File: src/rtl/dm_arb_pkg.sv
// Shared types and constants for the data-memory arbiter.
// State encoding, load/store type codes, default address limit.
package dm_arb_pkg;

  typedef enum logic [1:0] {
    S_IDLE,
    S_ACCESS,
    S_RESP
  } state_e;

  localparam logic [2:0] LD_LW  = 3'b000;
  localparam logic [2:0] LD_LH  = 3'b001;
  localparam logic [2:0] LD_LHU = 3'b010;
  localparam logic [2:0] LD_LB  = 3'b011;
  localparam logic [2:0] LD_LBU = 3'b100;

  localparam logic [2:0] ST_SW  = 3'b000;
  localparam logic [2:0] ST_SH  = 3'b001;
  localparam logic [2:0] ST_SB  = 3'b010;

  localparam logic [31:0] ADDR_LIMIT_DEF = 32'h0000_0FFF;

endpackage

File: src/rtl/dm_req_check.sv
// Legality check of one memory request.
// Range, alignment and access-type validity.
module dm_req_check
  import dm_arb_pkg::*;
#(
  parameter logic [31:0] ADDR_LIMIT = ADDR_LIMIT_DEF
) (
  input  logic [31:0] addr_i,
  input  logic        we_i,
  input  logic [2:0]  lstype_i,
  output logic        legal_o
);

  // Start legal, clear on any violated rule
  always_comb begin
    legal_o = 1'b1;
    if (addr_i > ADDR_LIMIT) begin
      legal_o = 1'b0;
    end
    if (we_i) begin
      case (lstype_i)
        ST_SW:   if (addr_i[1:0] != 2'b00) legal_o = 1'b0;
        ST_SH:   if (addr_i[0]) legal_o = 1'b0;
        ST_SB:   ;
        default: legal_o = 1'b0;
      endcase
    end else begin
      case (lstype_i)
        LD_LW:   if (addr_i[1:0] != 2'b00) legal_o = 1'b0;
        LD_LH,
        LD_LHU:  if (addr_i[0]) legal_o = 1'b0;
        LD_LB,
        LD_LBU:  ;
        default: legal_o = 1'b0;
      endcase
    end
  end

endmodule

File: src/rtl/dm_arbiter.sv
// Two-port (CPU/DMA) arbiter in front of a single data memory.
// IDLE -> ACCESS -> RESP, round-robin on contention.
module dm_arbiter
  import dm_arb_pkg::*;
#(
  parameter logic [31:0] ADDR_LIMIT = ADDR_LIMIT_DEF
) (
  input  logic        Clk,
  input  logic        Reset,
  input  logic        req0,
  input  logic        req1,
  input  logic [31:0] addr0,
  input  logic [31:0] addr1,
  input  logic [31:0] wdata0,
  input  logic [31:0] wdata1,
  input  logic        we0,
  input  logic        we1,
  input  logic [2:0]  lstype0,
  input  logic [2:0]  lstype1,
  output logic        done0,
  output logic        done1,
  output logic        err0,
  output logic        err1,
  output logic [31:0] rdata,
  output logic [31:0] dm_addr,
  output logic [31:0] dm_wd,
  output logic        dm_we,
  output logic [2:0]  dm_lstype,
  input  logic [31:0] dm_rd
);

  state_e      state_q;
  logic        ptr_q;
  logic        id_q;
  logic [31:0] addr_q;
  logic [31:0] wd_q;
  logic        we_q;
  logic [2:0]  lst_q;
  logic        bad_q;
  logic        done0_q, done1_q;
  logic        err0_q, err1_q;
  logic [31:0] rdata_q;

  logic        win_d;
  logic [31:0] w_addr_d;
  logic [31:0] w_wd_d;
  logic        w_we_d;
  logic [2:0]  w_lst_d;
  logic        legal_d;
  logic        acc_ok_d;

  // Pick the winner and mux its payload
  always_comb begin
    win_d    = (req0 && req1) ? ptr_q : req1;
    w_addr_d = win_d ? addr1   : addr0;
    w_wd_d   = win_d ? wdata1  : wdata0;
    w_we_d   = win_d ? we1     : we0;
    w_lst_d  = win_d ? lstype1 : lstype0;
  end

  dm_req_check #(
    .ADDR_LIMIT(ADDR_LIMIT)
  ) u_check (
    .addr_i  (w_addr_d),
    .we_i    (w_we_d),
    .lstype_i(w_lst_d),
    .legal_o (legal_d)
  );

  // Memory is driven only in a legal ACCESS cycle; reset kills it at once
  always_comb begin
    acc_ok_d  = (state_q == S_ACCESS) && !bad_q && !Reset;
    dm_we     = acc_ok_d && we_q;
    dm_addr   = acc_ok_d ? addr_q : '0;
    dm_wd     = acc_ok_d ? wd_q   : '0;
    dm_lstype = acc_ok_d ? lst_q  : '0;
  end

  // Arbitration FSM with registered responses
  always_ff @(posedge Clk) begin
    if (Reset) begin
      state_q <= S_IDLE;
      ptr_q   <= 1'b0;
      id_q    <= 1'b0;
      addr_q  <= '0;
      wd_q    <= '0;
      we_q    <= 1'b0;
      lst_q   <= '0;
      bad_q   <= 1'b0;
      done0_q <= 1'b0;
      done1_q <= 1'b0;
      err0_q  <= 1'b0;
      err1_q  <= 1'b0;
      rdata_q <= '0;
    end else begin
      done0_q <= 1'b0;
      done1_q <= 1'b0;
      err0_q  <= 1'b0;
      err1_q  <= 1'b0;
      case (state_q)
        S_IDLE: begin
          if (req0 || req1) begin
            id_q    <= win_d;
            ptr_q   <= ~win_d;
            addr_q  <= w_addr_d;
            wd_q    <= w_wd_d;
            we_q    <= w_we_d;
            lst_q   <= w_lst_d;
            bad_q   <= ~legal_d;
            state_q <= S_ACCESS;
          end
        end
        S_ACCESS: begin
          rdata_q <= (!bad_q && !we_q) ? dm_rd : '0;
          done0_q <= ~id_q;
          done1_q <= id_q;
          err0_q  <= ~id_q & bad_q;
          err1_q  <= id_q & bad_q;
          state_q <= S_RESP;
        end
        S_RESP: begin
          state_q <= S_IDLE;
        end
        default: begin
          state_q <= S_IDLE;
        end
      endcase
    end
  end

  assign done0 = done0_q;
  assign done1 = done1_q;
  assign err0  = err0_q;
  assign err1  = err1_q;
  assign rdata = rdata_q;

endmodule

File: config.mk
export PLATFORM = sky130hd
export DESIGN_NAME = dm_arbiter
export DESIGN_NICKNAME = d
export VERILOG_FILES = /design/src/rtl/dm_arb_pkg.sv /design/src/rtl/dm_req_check.sv /design/src/rtl/dm_arbiter.sv
export SDC_FILE = /design/constraint.sdc
export NUM_CORES = 1
export LEC_CHECK = 0
export CAP_MARGIN = 5
export CORE_UTILIZATION = 34
export DETAILED_ROUTE_END_ITERATION = 12
export PLACE_DENSITY = 0.77
export SKIP_LAST_GASP = 1
export SYNTH_ARGS = -nofsm -noshare
export SYNTH_HDL_FRONTEND = slang
export SYNTH_SLANG_ARGS = --single-unit
File: constraint.sdc
create_clock -name Clk -period 1.5 [get_ports Clk]
set_input_delay 0.15 -clock Clk [delete_from_list [all_inputs] [get_ports Clk]]
set_output_delay 0.15 -clock Clk [all_outputs]
set_load 0.1 [all_outputs]
==> impl_metrics.json, run 1 <==
{
  "wirelength_um": 18900,
  "hold_depth": 3,
  "synth_edf_count": 0,
  "die_w_um": 119,
  "synth_ff_type": "dfxtp_1",
  "ant_nets": 0,
  "fp.coreArea_mm2": 0.0133,
  "rsz0062_at_grt": "yes",
  "critPathCaptureType": "output pin",
  "synthTopCellsByArea": "dfxtp_1 (47%), and2_1 (9.3%), a222oi_1 (9.0%)",
  "yosysSeqAreaShare_pct": 46.5,
  "relSlewSlack_pct": 68.0,
  "via_per_inst": 5.45,
  "layout_worst_path_cycle_share_pct": 124,
  "cts_tree": "yes",
  "critPathArrivalTime_ns": 1.71,
  "p_comb_share_pct": 30.3,
  "synth_top_area_share_pct": 46.5,
  "clock_path_buffers": 2,
  "rows": 42,
  "post-synth-top-area-cell": "dfxtp_1",
  "r2r_setup_slack_ns": -0.01,
  "setup_tns_ns": -22.47,
  "htree_levels": 3,
  "regToRegEndpoint": "wd_q[29]",
  "postLayoutCoreUtil_pct": 72.0,
  "pwr-share-clk_pct": 29.9,
  "num_vias": 5469,
  "fill_cells": 951,
  "antenna_found_initial": 0,
  "skew_ns": 0.00738,
  "fin_crit_ns": 1.86,
  "synth_cell_types": 38,
  "gr-total-overflow": 0,
  "syn-cell-area_mm2": 0.00469,
  "drive_gt1_share_pct": 30.8,
  "peakVddDrop_v": 0.000827,
  "fin_cells": 1004,
  "yosysMostFrequentCell": "dfxtp_1",
  "areaGrowthSynthToFinish_pct": 105,
  "io_pins": 276,
  "switching_share_pct": 31.7,
  "area.sequential_mm2": 0.00218,
  "hold_path.class": "in -> reg",
  "synth_area_per_cell_um2": 8.62,
  "yosys_warnings": 0,
  "timing.max_cap.violations": 0,
  "clkTransAtPathRegs_ns": 0.07,
  "cts-root-buf": "clkbuf_16",
  "report.final.slew_viol_count": 0,
  "hold_viol": 0,
  "fmax_mhz": 539,
  "total_power_w": 0.00830,
  "r2r-start": "state_q[1]",
  "violations": "setup timing",
  "finalWorstSetupSlack_ns": -0.357,
  "setup_viol": 70,
  "grt_pass1_vias": 5492,
  "port_buffers": 275,
  "clock_sinks": 109,
  "dp_cells": 977,
  "synth_seq_cells": 109,
  "gp_congestion": 0.916,
  "die_area_mm2": 0.0143,
  "nets": 995,
  "grt_max_degree": 107,
  "worst_pin_slew_ns": 0.480,
  "reg2regPathDepth": 6,
  "cp_data_required_time_ns": 1.35,
  "worstSetupPathType": "reg -> out",
  "drtIter0Drc": 580,
  "diodes": 0,
  "cts-buffers-inserted": 9,
  "dpl.hpwl_um": 13000,
  "switchingPower_w": 0.00263,
  "floorplan.initialDensity_pct": 35.1,
  "sequentialPowerShare_pct": 39.8,
  "power.density_mw_per_mm2": 863,
  "synth_cells": 544,
  "clk_latency_ns": 0.35,
  "drt_drc_violations_left": 0,
  "p_int_w": 0.00567,
  "crit_fanout": 7,
  "wire_per_inst_um": 18.8,
  "status": "finished, violations left",
  "multi_input_area_mm2": 0.00255,
  "synth.top_cells.by_count": "dfxtp_1 (109), nor2_1 (107), and2_1 (70)",
  "hp-start": "addr1[26]",
  "gr-usage-all-layers_pct": 25.5,
  "async_flop_share_pct": 0,
  "cts-hold-fix-buffers": 0,
  "die_y_um": 119,
  "grt_pass1_wl_um": 28700,
  "dp_slack_ns": -0.434,
  "start_kind": "flop",
  "syn-num-nets": 716,
  "p_leak_nw": 3.77,
  "worstHoldEndpoint": "addr_q[26]",
  "drtPass1Iterations": 8
}
==> placed cells by master (no fill, tap or decap), types with 2 or more instances in the layout <==
cell,synthesis,final
clkdlybuf4s50_1,0,164
buf_12,0,112
dfxtp_1,109,107
nor2_1,107,106
and2_4,0,68
nand2_1,56,55
a222oi_1,42,42
a22oi_1,32,32
buf_4,1,26
a311oi_1,25,25
clkbuf_16,0,12
nor3_4,0,6
nor3_1,7,6
a21oi_1,6,6
dlygate4sd2_1,0,6
inv_1,4,4
o21ai_0,4,4
buf_6,0,4
a31oi_1,3,3
nor4_1,3,3
clkinvlp_4,0,3
buf_16,0,3
nor2_4,0,2
or4_4,1,2
and2_1,70,2
dfxtp_2,0,2
==> how the worst max path moves through the flow <==
stage,endpoint,slack (ns),from
2_1_floorplan,dm_lstype[0],-0.12,state_q[1]
3_5_place_dp,bad_q,-0.43,addr0[25]
4_1_cts,dm_addr[4],-0.39,state_q[1]
5_1_grt,dm_addr[2],-0.44,state_q[0]
3_3_place_gp,bad_q,-0.42,addr1[25]
6_report,dm_wd[25],-0.36,state_q[1]
==> per-stage QoR <==
step	area (µm²)	hold slack [ns]
after floorplan	4920	0.298
after global routing	9610	0.216
after global placement	9040	0.485
final	9610	0.231
after CTS	9480	0.210
after detailed placement	9040	0.492
==> final cells by class <==
cell class	instances	area share (%)
timing repair buffer	318	45.1
sequential	109	22.7
clock inverter	6	0.729
clock buffer	10	2.49
tap	176	2.29
inverter	4	0.156
multi-input combinational	381	26.5
==> worst max-delay path: stages (launching register included) <==
cell,delay [ns]
dfxtp_2,0.32
nand2b_4,0.14
nor3_4,0.22
buf_6,0.18
clkbuf_16,0.16
and2_4,0.15
buf_12,0.17
==> power groups by stage <==
stage | Clock (W) | Combinational (W) | Sequential (W)
after floorplan | 0 | 0.000978 | 0.00362
after global placement | 0 | 0.00233 | 0.00335
after detailed placement | 0 | 0.00239 | 0.00337
after CTS | 0.00254 | 0.00244 | 0.00330
after global routing | 0.00267 | 0.00265 | 0.00333
final | 0.00248 | 0.00251 | 0.00330
==> sequential cells by signal, indices dropped and copies added (netlist names) <==
name	flops
wd_q	32
done1	1
err1	1
bad_q	1
addr_q	32
ptr_q	1
done0	1
state_q	2
rdata	32
we_q	1
err0	1
lst_q	3
id_q	1
==> what timing repair did <==
item / 4_1_cts / 5_1_grt
resized for setup: 18 / 8
buffers inserted: 3 / 3
endpoints found under the setup margin: 72 / 132
gates cloned: 3 / 3
pin swaps: 7 / 10
==> cells by family after synthesis <==
logic type / after synthesis / share of synthesized area (%)
flops: 109 / 46.5
compound gates: 123 / 22.3
simple gates: 258 / 26.1
buf+inv: 54 / 5.07
==> per-layer routing <==
metal  global-route usage, %  wire, µm  vias to the layer above
met5                       0         0                        -
met4                    8.83       535                        0
met3                    7.61      1370                       40
met2                    46.4      9980                      264
met1                    27.9      7030                     2627
li1                        -         -                     2538
Power figures use the tool's default switching activity.
==> run 2: changes to the inputs <==
CAP_MARGIN = 20   (was 5)
CTS_CLUSTER_SIZE = 28   (was default)
SKIP_LAST_GASP = default   (was 1)
==> run 2 against run 1 <==
The run still ends with setup timing left. Flip-flop and latch count stayed put. Fmax hardly changed. Cell area unchanged. Sequential power about the same. Non-clock buffer count is the same. Critical path depth is the same. Sequential share of layout area unchanged. Via count is 0.55% higher. Clock power hardly changed. Total power barely moved. Critical path type unchanged.
==> impl_metrics.json, run 2 (synthesized netlist as in run 1, its figures left out) <==
{
  "cts-hold-fix-buffers": 0,
  "start_kind": "flop",
  "clkTransAtPathRegs_ns": 0.07,
  "fmax_mhz": 538,
  "postLayoutCoreUtil_pct": 72.0,
  "violations": "setup timing",
  "pwr-share-clk_pct": 29.9,
  "sequentialPowerShare_pct": 39.8,
  "worst_pin_slew_ns": 0.483,
  "areaGrowthSynthToFinish_pct": 105,
  "wire_per_inst_um": 18.9,
  "switching_share_pct": 31.7,
  "htree_levels": 3,
  "relSlewSlack_pct": 67.8,
  "antenna_found_initial": 0,
  "timing.max_cap.violations": 0,
  "rsz0062_at_grt": "yes",
  "worstSetupPathType": "reg -> out",
  "die_w_um": 119,
  "dpl.hpwl_um": 13000,
  "clock_path_buffers": 2,
  "rows": 42,
  "final_common_cell": "clkdlybuf4s50_1",
  "cts-root-buf": "clkbuf_16",
  "grt_pass1_wl_um": 28700,
  "die_area_mm2": 0.0143,
  "fill_cells": 951,
  "clock_sinks": 109,
  "drtPass1Iterations": 7,
  "final_cell_mix": "clkdlybuf4s50_1 (164), buf_12 (112), dfxtp_1 (107)",
  "fp.coreArea_mm2": 0.0133,
  "num_vias": 5499,
  "drt_drc_violations_left": 0,
  "status": "finished, violations left",
  "clk_latency_ns": 0.35,
  "via_per_inst": 5.48,
  "gp_congestion": 0.916,
  "p_int_w": 0.00567,
  "grt_max_degree": 107,
  "floorplan.initialDensity_pct": 35.1,
  "critPathArrivalTime_ns": 1.71,
  "diodes": 0,
  "cts_tree": "yes",
  "ant_nets": 0,
  "gr-usage-all-layers_pct": 25.5,
  "drive_gt1_share_pct": 30.8,
  "skew_ns": 0.00731,
  "peakVddDrop_v": 0.000826,
  "power.density_mw_per_mm2": 864,
  "finalWorstSetupSlack_ns": -0.358,
  "layout_worst_path_cycle_share_pct": 124,
  "crit_fanout": 7,
  "p_leak_nw": 3.77,
  "cts-buffers-inserted": 9,
  "drtIter0Drc": 535,
  "die_y_um": 119,
  "switchingPower_w": 0.00263,
  "port_buffers": 275,
  "gr-total-overflow": 0,
  "setup_viol": 69,
  "wirelength_um": 19000,
  "critPathCaptureType": "output pin",
  "hold_path.class": "in -> reg",
  "p_comb_share_pct": 30.3,
  "grt_pass1_vias": 5492,
  "total_power_w": 0.00830,
  "nets": 995,
  "io_pins": 276,
  "fin_crit_ns": 1.86,
  "report.final.slew_viol_count": 0,
  "hold_viol": 0,
  "cp_data_required_time_ns": 1.35
}
[run 2: through the flow]
step / hold WS (ns) / cells / setup slack [ns] / TNS (ns) / area [µm²]
after global placement: 0.485 / 977 / -0.421 / -10.79 / 9040
after floorplan: 0.298 / 544 / -0.118 / -2.53 / 4920
after CTS: 0.210 / 998 / -0.392 / -24.57 / 9480
final: 0.230 / 1004 / -0.358 / -22.51 / 9610
after global routing: 0.216 / 1004 / -0.436 / -28.47 / 9610
after detailed placement: 0.492 / 977 / -0.434 / -14.61 / 9040
[run 2: final cells by class]
| class | count | area [µm²] | share of cell area, % |
|---|---|---|---|
| repair buffers | 318 | 4330 | 45.1 |
| clock inverters | 6 | 70.1 | 0.729 |
| inverters | 4 | 15.0 | 0.156 |
| well taps | 176 | 220 | 2.29 |
| multi-input cells | 381 | 2550 | 26.5 |
| clock buffers | 10 | 239 | 2.49 |
| flip-flops and latches | 109 | 2180 | 22.7 |
[run 2: final timing paths]
path	cells past startpoint	startpoint	slack, ns	end
max	6	state_q[1]	-0.36	dm_wd[25]
min	3	addr1[26]	0.23	addr_q[26]
max reg2reg	6	state_q[1]	0	wd_q[29]
min reg2reg	2	addr_q[18]	0.50	addr_q[18]
[run 2: timing repair]
| action | CTS | global route |
|---|---|---|
| buffers inserted | 3 | 3 |
| pin swaps | 7 | 11 |
| endpoints found under the setup margin | 72 | 132 |
| cloned | 3 | 3 |
| gates resized for setup | 18 | 8 |
[run 2: critical path, stage by stage (launching register included)]
cell and delay, ns:
dfxtp_2 0.32, nand2b_4 0.14, nor3_4 0.22, buf_6 0.18
clkbuf_16 0.16, and2_4 0.15, buf_12 0.17
[run 2: power groups by stage]
stage	combinational, W	sequential, W	clock (W)
floorplan	0.000978	0.00362	0
global placement	0.00233	0.00335	0
detailed placement	0.00239	0.00337	0
CTS	0.00244	0.00330	0.00254
global route	0.00265	0.00333	0.00267
finish	0.00252	0.00330	0.00248
[run 2: per-layer routing]
metal | track usage (%) | vias to the layer above | wire length [µm] | share of wire [%]
li1 | - | 2535 | - | -
met1 | 27.9 | 2651 | 7070 | 37
met2 | 46.4 | 275 | 10000 | 53
met3 | 7.61 | 38 | 1360 | 7.2
met4 | 8.83 | 0 | 530 | 2.8
met5 | 0 | - | 0 | 0
